===== src/rtl/fifo_param.sv =====
// Single-clock parametrised FIFO with occupancy count, almost-full/empty thresholds,
// sticky overflow/underflow flags and a synchronous flush.
module fifo_param #(
  parameter int unsigned WIDTH    = 8,
  parameter int unsigned DEPTH    = 8,
  parameter int unsigned AF_LEVEL = 6,
  parameter int unsigned AE_LEVEL = 2
) (
  input  logic                     clk,
  input  logic                     reset,
  input  logic                     clear,
  input  logic                     wr,
  input  logic                     rd,
  input  logic [WIDTH-1:0]         data_in,
  output logic [WIDTH-1:0]         data_out,
  output logic                     empty,
  output logic                     full,
  output logic                     almost_empty,
  output logic                     almost_full,
  output logic [$clog2(DEPTH):0]   count,
  output logic                     overflow,
  output logic                     underflow
);

  localparam int unsigned AW = $clog2(DEPTH);
  localparam int unsigned CW = AW + 1;

  logic [WIDTH-1:0] r_mem [DEPTH];
  logic [CW-1:0]    r_wr_ptr;
  logic [CW-1:0]    r_rd_ptr;
  logic             r_overflow;
  logic             r_underflow;

  logic [CW-1:0]    w_count;
  logic             w_empty;
  logic             w_full;
  logic             w_wr_ok;
  logic             w_rd_ok;

  // Occupancy is the wrap-aware pointer difference; the MSB disambiguates full from empty.
  assign w_count = r_wr_ptr - r_rd_ptr;
  assign w_empty = (w_count == CW'(0));
  assign w_full  = (w_count == CW'(DEPTH));
  assign w_rd_ok = rd & ~w_empty;
  assign w_wr_ok = wr & (~w_full | w_rd_ok);

  always_ff @(posedge clk or posedge reset) begin
    if (reset) begin
      r_wr_ptr    <= '0;
      r_rd_ptr    <= '0;
      r_overflow  <= 1'b0;
      r_underflow <= 1'b0;
      for (int i = 0; i < int'(DEPTH); i++) begin
        r_mem[AW'(i)] <= '0;
      end
    end else if (clear) begin
      // Flush leaves the array untouched and swallows any same-cycle request.
      r_wr_ptr    <= '0;
      r_rd_ptr    <= '0;
      r_overflow  <= 1'b0;
      r_underflow <= 1'b0;
    end else begin
      if (w_wr_ok) begin
        r_mem[r_wr_ptr[AW-1:0]] <= data_in;
        r_wr_ptr                <= r_wr_ptr + CW'(1);
      end
      if (w_rd_ok) begin
        r_rd_ptr <= r_rd_ptr + CW'(1);
      end
      if (wr && !w_wr_ok) begin
        r_overflow <= 1'b1;
      end
      if (rd && !w_rd_ok) begin
        r_underflow <= 1'b1;
      end
    end
  end

  // Show-ahead head entry and status decodes of registered state only.
  assign data_out     = r_mem[r_rd_ptr[AW-1:0]];
  assign count        = w_count;
  assign empty        = w_empty;
  assign full         = w_full;
  assign almost_empty = (w_count <= CW'(AE_LEVEL));
  assign almost_full  = (w_count >= CW'(AF_LEVEL));
  assign overflow     = r_overflow;
  assign underflow    = r_underflow;

endmodule


===== config.mk =====
export PLATFORM = sky130hd
export DESIGN_NAME = fifo_param
export DESIGN_NICKNAME = d
export VERILOG_FILES = /design/src/rtl/fifo_param.sv
export SDC_FILE = /design/constraint.sdc
export NUM_CORES = 1
export LEC_CHECK = 0
export CORE_ASPECT_RATIO = 1.75
export CORE_MARGIN = 2
export CORE_UTILIZATION = 45
export CTS_CLUSTER_SIZE = 20
export DETAILED_ROUTE_END_ITERATION = 8
export GPL_ROUTABILITY_DRIVEN = 0
export RECOVER_POWER = 100
export SLEW_MARGIN = 20
export SYNTH_ARGS = -nofsm -noshare
export SYNTH_HDL_FRONTEND = slang
export SYNTH_SLANG_ARGS = --single-unit

===== constraint.sdc =====
create_clock -name clk -period 7.6 [get_ports clk]
set_input_delay 1.9 -clock clk [delete_from_list [all_inputs] [get_ports clk]]
set_output_delay 1.9 -clock clk [all_outputs]
set_load 0.005 [all_outputs]

# After elaboration in Yosys (flattened, before gate mapping)
# Index checks and enable logic that the tools add are counted.
# totals
reg_bits	74
output_inout_bits	18
# op_classes
addsub	3
order_cmp	5
n_eq_ne	1
muxes	14
bitwise	9
n_reduce_logical	12
# ops
cell	count
64-bit bitwise mux	1
8-bit binary-select mux with 3-bit select	1
8-bit demux with 3-bit select	1
8-bit two-way mux	3
4-bit two-way mux	4
4-bit by 1-bit adder with 4-bit output, second input constant	2
4-bit greater-or-equal comparator, second input constant	2
3-bit inverter with 4-bit output	2
2-bit nonzero test	4
4-bit == test, second input constant	1
4-bit by 3-bit greater-or-equal comparator with 1-bit output, second input constant	1
4-bit by 2-bit <= comparator with 1-bit output, second input constant	1
4-bit zero test	1
4-bit by 1-bit < comparator with 1-bit output, second input constant	1
1-bit two-way mux	4
1-bit inverter	4
4-bit subtractor	1
1-bit logical AND	3
3-bit AND reduction	1
1-bit AND	2
1-bit zero test	2
2-bit AND reduction	1
1-bit bitwise OR	1

# Logic depth before layout (Yosys ltp)
# logic_depth
word_depth	10
ltp_mapped	10
mapped_depth_nobuf	9

# Worst setup path after synthesis
# No wires, ideal clock.
# synth_timing
kind	flip-flop to output port
startpoint	register r_rd_ptr[1]
endpoint	output full
arrival_ns	2.398
setup_slack_ns	3.302
path_stages_with_launch	8
cell_sequence	dfrtp_1 > clkbuf_1 > clkbuf_1 > inv_1 > fa_1 > xor2_2 > or3_4 > and3b_2
# synth_between
elab_chain_len	2
# synth_lines
item	line_no	source
from (decl)	30	logic [CW-1:0] r_rd_ptr;
from (signal assigned)	68	r_rd_ptr <= r_rd_ptr + CW'(1);
4-bit subtractor	41	assign w_count = r_wr_ptr - r_rd_ptr;
via count[2]	20	output logic [$clog2(DEPTH):0] count,
4-bit == test	43	assign w_full = (w_count == CW'(DEPTH));
to (decl)	17	output logic full,
# The timed path passes the listed nets, and every way through them passes these cells.

# Final worst setup path
# layout_timing
startpoint	register r_rd_ptr[0]
endpoint	output full
# layout_between
elab_chain_len	2
# layout_lines
item	line_no
4-bit subtractor	41
4-bit == test	43
# No other way between the ends.

==> metrics.txt <==
# TYPE chip_impl_metric gauge
chip_impl_metric{name="period_share",unit="%"} 78.2
chip_impl_metric{name="fin_skew",unit="ns"} 0.00709
chip_impl_metric{name="max-clock-path-buffers",unit=""} 2
chip_impl_info{name="worstHoldStart",value="r_mem[37]"} 1
chip_impl_metric{name="yosysWarningCount",unit=""} 0
chip_impl_metric{name="total_met3_wirelength_after_detailed_routing",unit="µm"} 205
chip_impl_metric{name="drv_slew",unit=""} 91
chip_impl_info{name="cts_tree",value="built"} 1
chip_impl_info{name="timing.rr.end",value="r_mem[23]"} 1
chip_impl_metric{name="asyncSetResetFlopFracSynth",unit="%"} 56.8
chip_impl_info{name="start_kind",value="flop"} 1
chip_impl_info{name="cp-startpoint",value="r_rd_ptr[0]"} 1
chip_impl_metric{name="dieHeight",unit="µm"} 120
chip_impl_metric{name="synth.area.mux_share",unit="%"} 21.8
chip_impl_metric{name="wirelength_met1",unit="mm"} 2.78
chip_impl_metric{name="area_of_the_core",unit="µm²"} 7510
chip_impl_info{name="rsz0062_at_grt",value="no"} 1
chip_impl_metric{name="syn-num-nets",unit=""} 257
chip_impl_metric{name="max_slew.worst_pin.slew",unit="ns"} 2.32
chip_impl_info{name="status",value="finished with violations"} 1
chip_impl_metric{name="minimum_setup_slack_among_reg_to_reg_paths",unit="ns"} 2.59
chip_impl_info{name="holdCritPathClass",value="flop to flop"} 1
chip_impl_metric{name="nets",unit=""} 292
chip_impl_metric{name="number_of_buffers_added_by_the_clock_tree_synthesis_step",unit=""} 9
chip_impl_metric{name="power.switching_fraction",unit="%"} 28.3
chip_impl_metric{name="routed_via_density",unit=""} 5.47
chip_impl_metric{name="post_synth_inst_count",unit=""} 238
chip_impl_metric{name="power.ir.vdd_worst",unit="mV"} 0.166
chip_impl_metric{name="p_clk_share",unit="%"} 28.2
chip_impl_metric{name="global_route_wire_length_before_repair",unit="mm"} 11.6
chip_impl_metric{name="ios",unit=""} 31
chip_impl_metric{name="num-fill-cells",unit=""} 651
chip_impl_metric{name="synthToLayoutAreaGrowth",unit="%"} 17.6
chip_impl_metric{name="route.detailed.drc",unit=""} 0
chip_impl_metric{name="timing.critical_path.arrival",unit="ns"} 4.04
chip_impl_metric{name="preCtsSetupSlack",unit="ns"} 2.74
chip_impl_metric{name="first_global_vias",unit=""} 2120
chip_impl_metric{name="via_count",unit=""} 2001
chip_impl_metric{name="critical_path.max_stage_delay",unit="ns"} 1.13
chip_impl_metric{name="grt_max_degree",unit=""} 43
chip_impl_metric{name="sequentialPowerShare",unit="%"} 36.9
chip_impl_metric{name="worstSkewPairLatency",unit="ns"} 0.33
chip_impl_metric{name="h_tree_level_count",unit=""} 3
chip_impl_info{name="dominant_combinational_cell_family_by_area_after_synthesis",value="multiplexers"} 1
chip_impl_info{name="cp-endpoint",value="full"} 1
chip_impl_metric{name="setup_viol_count_final",unit=""} 0
chip_impl_metric{name="post-cts-setup-buffers",unit=""} 0
chip_impl_metric{name="routed-wl-met2",unit="mm"} 3.95
chip_impl_metric{name="mappedNetlistArea",unit="µm²"} 3470
chip_impl_metric{name="dieWidth",unit="µm"} 70.4
chip_impl_metric{name="post_synth_fa_ha_maj_area_fraction",unit="%"} 2.38
chip_impl_info{name="violations_in_the_final_reports",value="max-capacitance violations, max-slew violations"} 1
chip_impl_metric{name="dr.pass1.iters",unit=""} 4
chip_impl_metric{name="internal_power",unit="µW"} 1110
chip_impl_metric{name="yosysUniqueCellTypes",unit=""} 45
chip_impl_metric{name="cts_num_sinks",unit=""} 74
chip_impl_metric{name="synth_seq_cells",unit=""} 74
chip_impl_metric{name="rows",unit=""} 42
chip_impl_metric{name="antenna_left",unit=""} 0
chip_impl_metric{name="wirelength",unit="mm"} 7.09
chip_impl_info{name="critical_path.endpoint_type",value="output pin"} 1
chip_impl_metric{name="max_freq",unit="GHz"} 0.168
chip_impl_metric{name="buffer_ports.inserted",unit=""} 30
chip_impl_metric{name="share_of_the_synthesized_netlist_area_taken_by_xor_and_xnor_gates",unit="%"} 1.48
chip_impl_info{name="critical_path.reg2reg.startpoint",value="r_rd_ptr[0]"} 1
chip_impl_metric{name="cts-hold-fix-buffers",unit=""} 0
chip_impl_metric{name="fin_setup_tns",unit="ns"} 0
chip_impl_info{name="critical_path_class",value="flop to output pin"} 1
chip_impl_metric{name="required",unit="ns"} 5.70
chip_impl_metric{name="final_ws_setup",unit="ns"} 1.66
chip_impl_metric{name="synth.top_cell.area_share",unit="%"} 30.3
chip_impl_metric{name="fin_crit",unit="ns"} 5.94
chip_impl_metric{name="antenna_found_initial",unit=""} 0
chip_impl_metric{name="power_density",unit="nW/µm²"} 381
chip_impl_metric{name="die_area",unit="µm²"} 8450
chip_impl_metric{name="cap_viol_max_count",unit=""} 5
chip_impl_metric{name="synthSimpleGateAreaFrac",unit="%"} 10.5
chip_impl_metric{name="synth-edff-count",unit=""} 32
chip_impl_info{name="layout.cells.most_common",value="sky130_fd_sc_hd__dfrtp_1"} 1
chip_impl_metric{name="reg2reg_depth",unit=""} 9
chip_impl_metric{name="drt-wirelength-per-cell",unit="µm"} 19.4
chip_impl_metric{name="regArea",unit="µm²"} 2010
chip_impl_metric{name="starting_density_of_the_core",unit="%"} 46.2
chip_impl_metric{name="dp_hpwl",unit="mm"} 4.93
chip_impl_metric{name="leakage",unit="µW"} 0.00166
chip_impl_metric{name="global_route.usage.total",unit="%"} 19.0
chip_impl_info{name="yosysTopAreaCell",value="sky130_fd_sc_hd__dfrtp_1"} 1
chip_impl_metric{name="proportion_of_synthesized_chip_area_in_sequential_cells",unit="%"} 58.0
chip_impl_metric{name="drive_above_1_share",unit="%"} 21.9
chip_impl_info{name="layout_common_cells",value="sky130_fd_sc_hd__dfrtp_1 (42), sky130_fd_sc_hd__edfxtp_1 (32), sky130_fd_sc_hd__nand2_1 (31), sky130_fd_sc_hd__dlygate4sd3_1 (27), sky130_fd_sc_hd__mux2_2 (24)"} 1
chip_impl_metric{name="multi_input_area",unit="µm²"} 1300
chip_impl_metric{name="drtIter0Drc",unit=""} 89
chip_impl_metric{name="net-switching-power",unit="µW"} 440
chip_impl_metric{name="path_clk_slew",unit="ns"} 0.06
chip_impl_metric{name="peak_fanout_along_the_critical_path",unit=""} 20
chip_impl_info{name="top_layer",value="met4"} 1
chip_impl_info{name="crit_slowest_cell",value="sky130_fd_sc_hd__clkbuf_1"} 1
chip_impl_metric{name="globalRoute.totalOverflow",unit=""} 0
chip_impl_metric{name="report.final.hold_viol_count",unit=""} 0
chip_impl_info{name="synthFlopType",value="sky130_fd_sc_hd__dfrtp_1"} 1
chip_impl_metric{name="antenna_cells_inserted",unit=""} 0
chip_impl_info{name="worstPathCellList",value="clkbuf_1 > ha_1 > inv_1 > fa_1 > xor2_1 > or3_1 > and3b_2 > dlygate4sd3_1"} 1
chip_impl_metric{name="syn_avg_cell_area",unit="µm²"} 14.6
chip_impl_info{name="main_area_contributors_after_synthesis",value="sky130_fd_sc_hd__dfrtp_1 (30%), sky130_fd_sc_hd__edfxtp_1 (28%), sky130_fd_sc_hd__mux4_2 (10%)"} 1
chip_impl_info{name="cts.root.buffer_cell",value="sky130_fd_sc_hd__clkbuf_16"} 1
chip_impl_metric{name="relSlewSlack",unit="%"} -55.0
chip_impl_metric{name="power_frac_comb",unit="%"} 34.9
chip_impl_metric{name="synth-compound-area-share",unit="%"} 3.64
chip_impl_metric{name="post_cts_resized",unit=""} 0
## per-layer routing
layer,vias to the layer above,GRT usage [%]
met1,1008,21.7
met3,12,4.11
met2,35,33.3
met5,-,0
met4,0,8.89
li1,946,-
## metrics by stage
stage	instance area (µm²)	power [µW]	util [%]	cells	hold slack, ns
global route	4080	1650	54.3	366	0.504
finish	4080	1550	54.3	366	0.491
floorplan	3470	942	-	238	0.459
CTS	4200	1640	55.9	366	0.492
detailed placement	3890	1200	51.7	350	0.480
global placement	3880	1200	51.6	350	0.472
## critical path, delay by kind of cell, from the launching register on
| kind | cells | cell delay [ns] |
|---|---|---|
| buffers and inverters | 3 | 1.76 |
| DFF | 1 | 0.31 |
| adders and majority gates | 2 | 0.78 |
| and+or+nand+nor | 2 | 0.66 |
| xor gates and xnor gates | 1 | 0.21 |
## synth_stat cells, types with 3 or more instances
cell and instances:
sky130_fd_sc_hd__nor3_1 4, sky130_fd_sc_hd__dfrtp_1 42, sky130_fd_sc_hd__mux2_1 8, sky130_fd_sc_hd__nand3_1 3
sky130_fd_sc_hd__nor2_1 10, sky130_fd_sc_hd__ha_1 5, sky130_fd_sc_hd__nand2b_1 3, sky130_fd_sc_hd__clkbuf_1 5
sky130_fd_sc_hd__edfxtp_1 32, sky130_fd_sc_hd__nor4_1 4, sky130_fd_sc_hd__mux2_2 24, sky130_fd_sc_hd__inv_1 10
sky130_fd_sc_hd__nand2_1 27, sky130_fd_sc_hd__nand2_4 4, sky130_fd_sc_hd__a21oi_1 5, sky130_fd_sc_hd__mux4_2 16
## final cells by class
| class | count | share of cell area, % |
|---|---|---|
| clock buffers | 10 | 5.61 |
| multi-input cells | 145 | 31.8 |
| repair buffers | 32 | 7.54 |
| clock inverters | 6 | 1.99 |
| inverters | 11 | 1.01 |
| well taps | 88 | 2.70 |
| flip-flops and latches | 74 | 49.3 |
## power by group through the flow
| stage | Sequential [µW] | Combinational (µW) | Clock (µW) |
|---|---|---|---|
| after floorplan | 550 | 392 | 0 |
| after CTS | 573 | 624 | 446 |
| after global placement | 579 | 619 | 0 |
| after detailed placement | 580 | 622 | 0 |
| final | 573 | 542 | 438 |
| after global routing | 584 | 602 | 465 |
## sequential cells by signal, indices dropped and copies added (netlist names)
signal and cells:
r_rd_ptr 4, r_mem 64, overflow 1, r_wr_ptr 4
underflow 1
## kinds of logic after synthesis
group	Yosys count
adders and majority gates	6
DFF	74
muxes	51
xor gates and xnor gates	5
AOI/OAI and AO/OA	16
and+or+nand+nor	67
buffers and inverters	19
## worst min-delay path by stage
stage | slack (ns) | end | depth (start not counted)
after floorplan | 0.46 | r_mem[32] | 1
final | 0.49 | r_mem[37] | 1
after global routing | 0.50 | r_mem[35] | 1
after CTS | 0.49 | r_mem[35] | 1
after global placement | 0.47 | r_mem[39] | 1
after detailed placement | 0.48 | r_mem[35] | 1
Power figures use the tool's default switching activity.
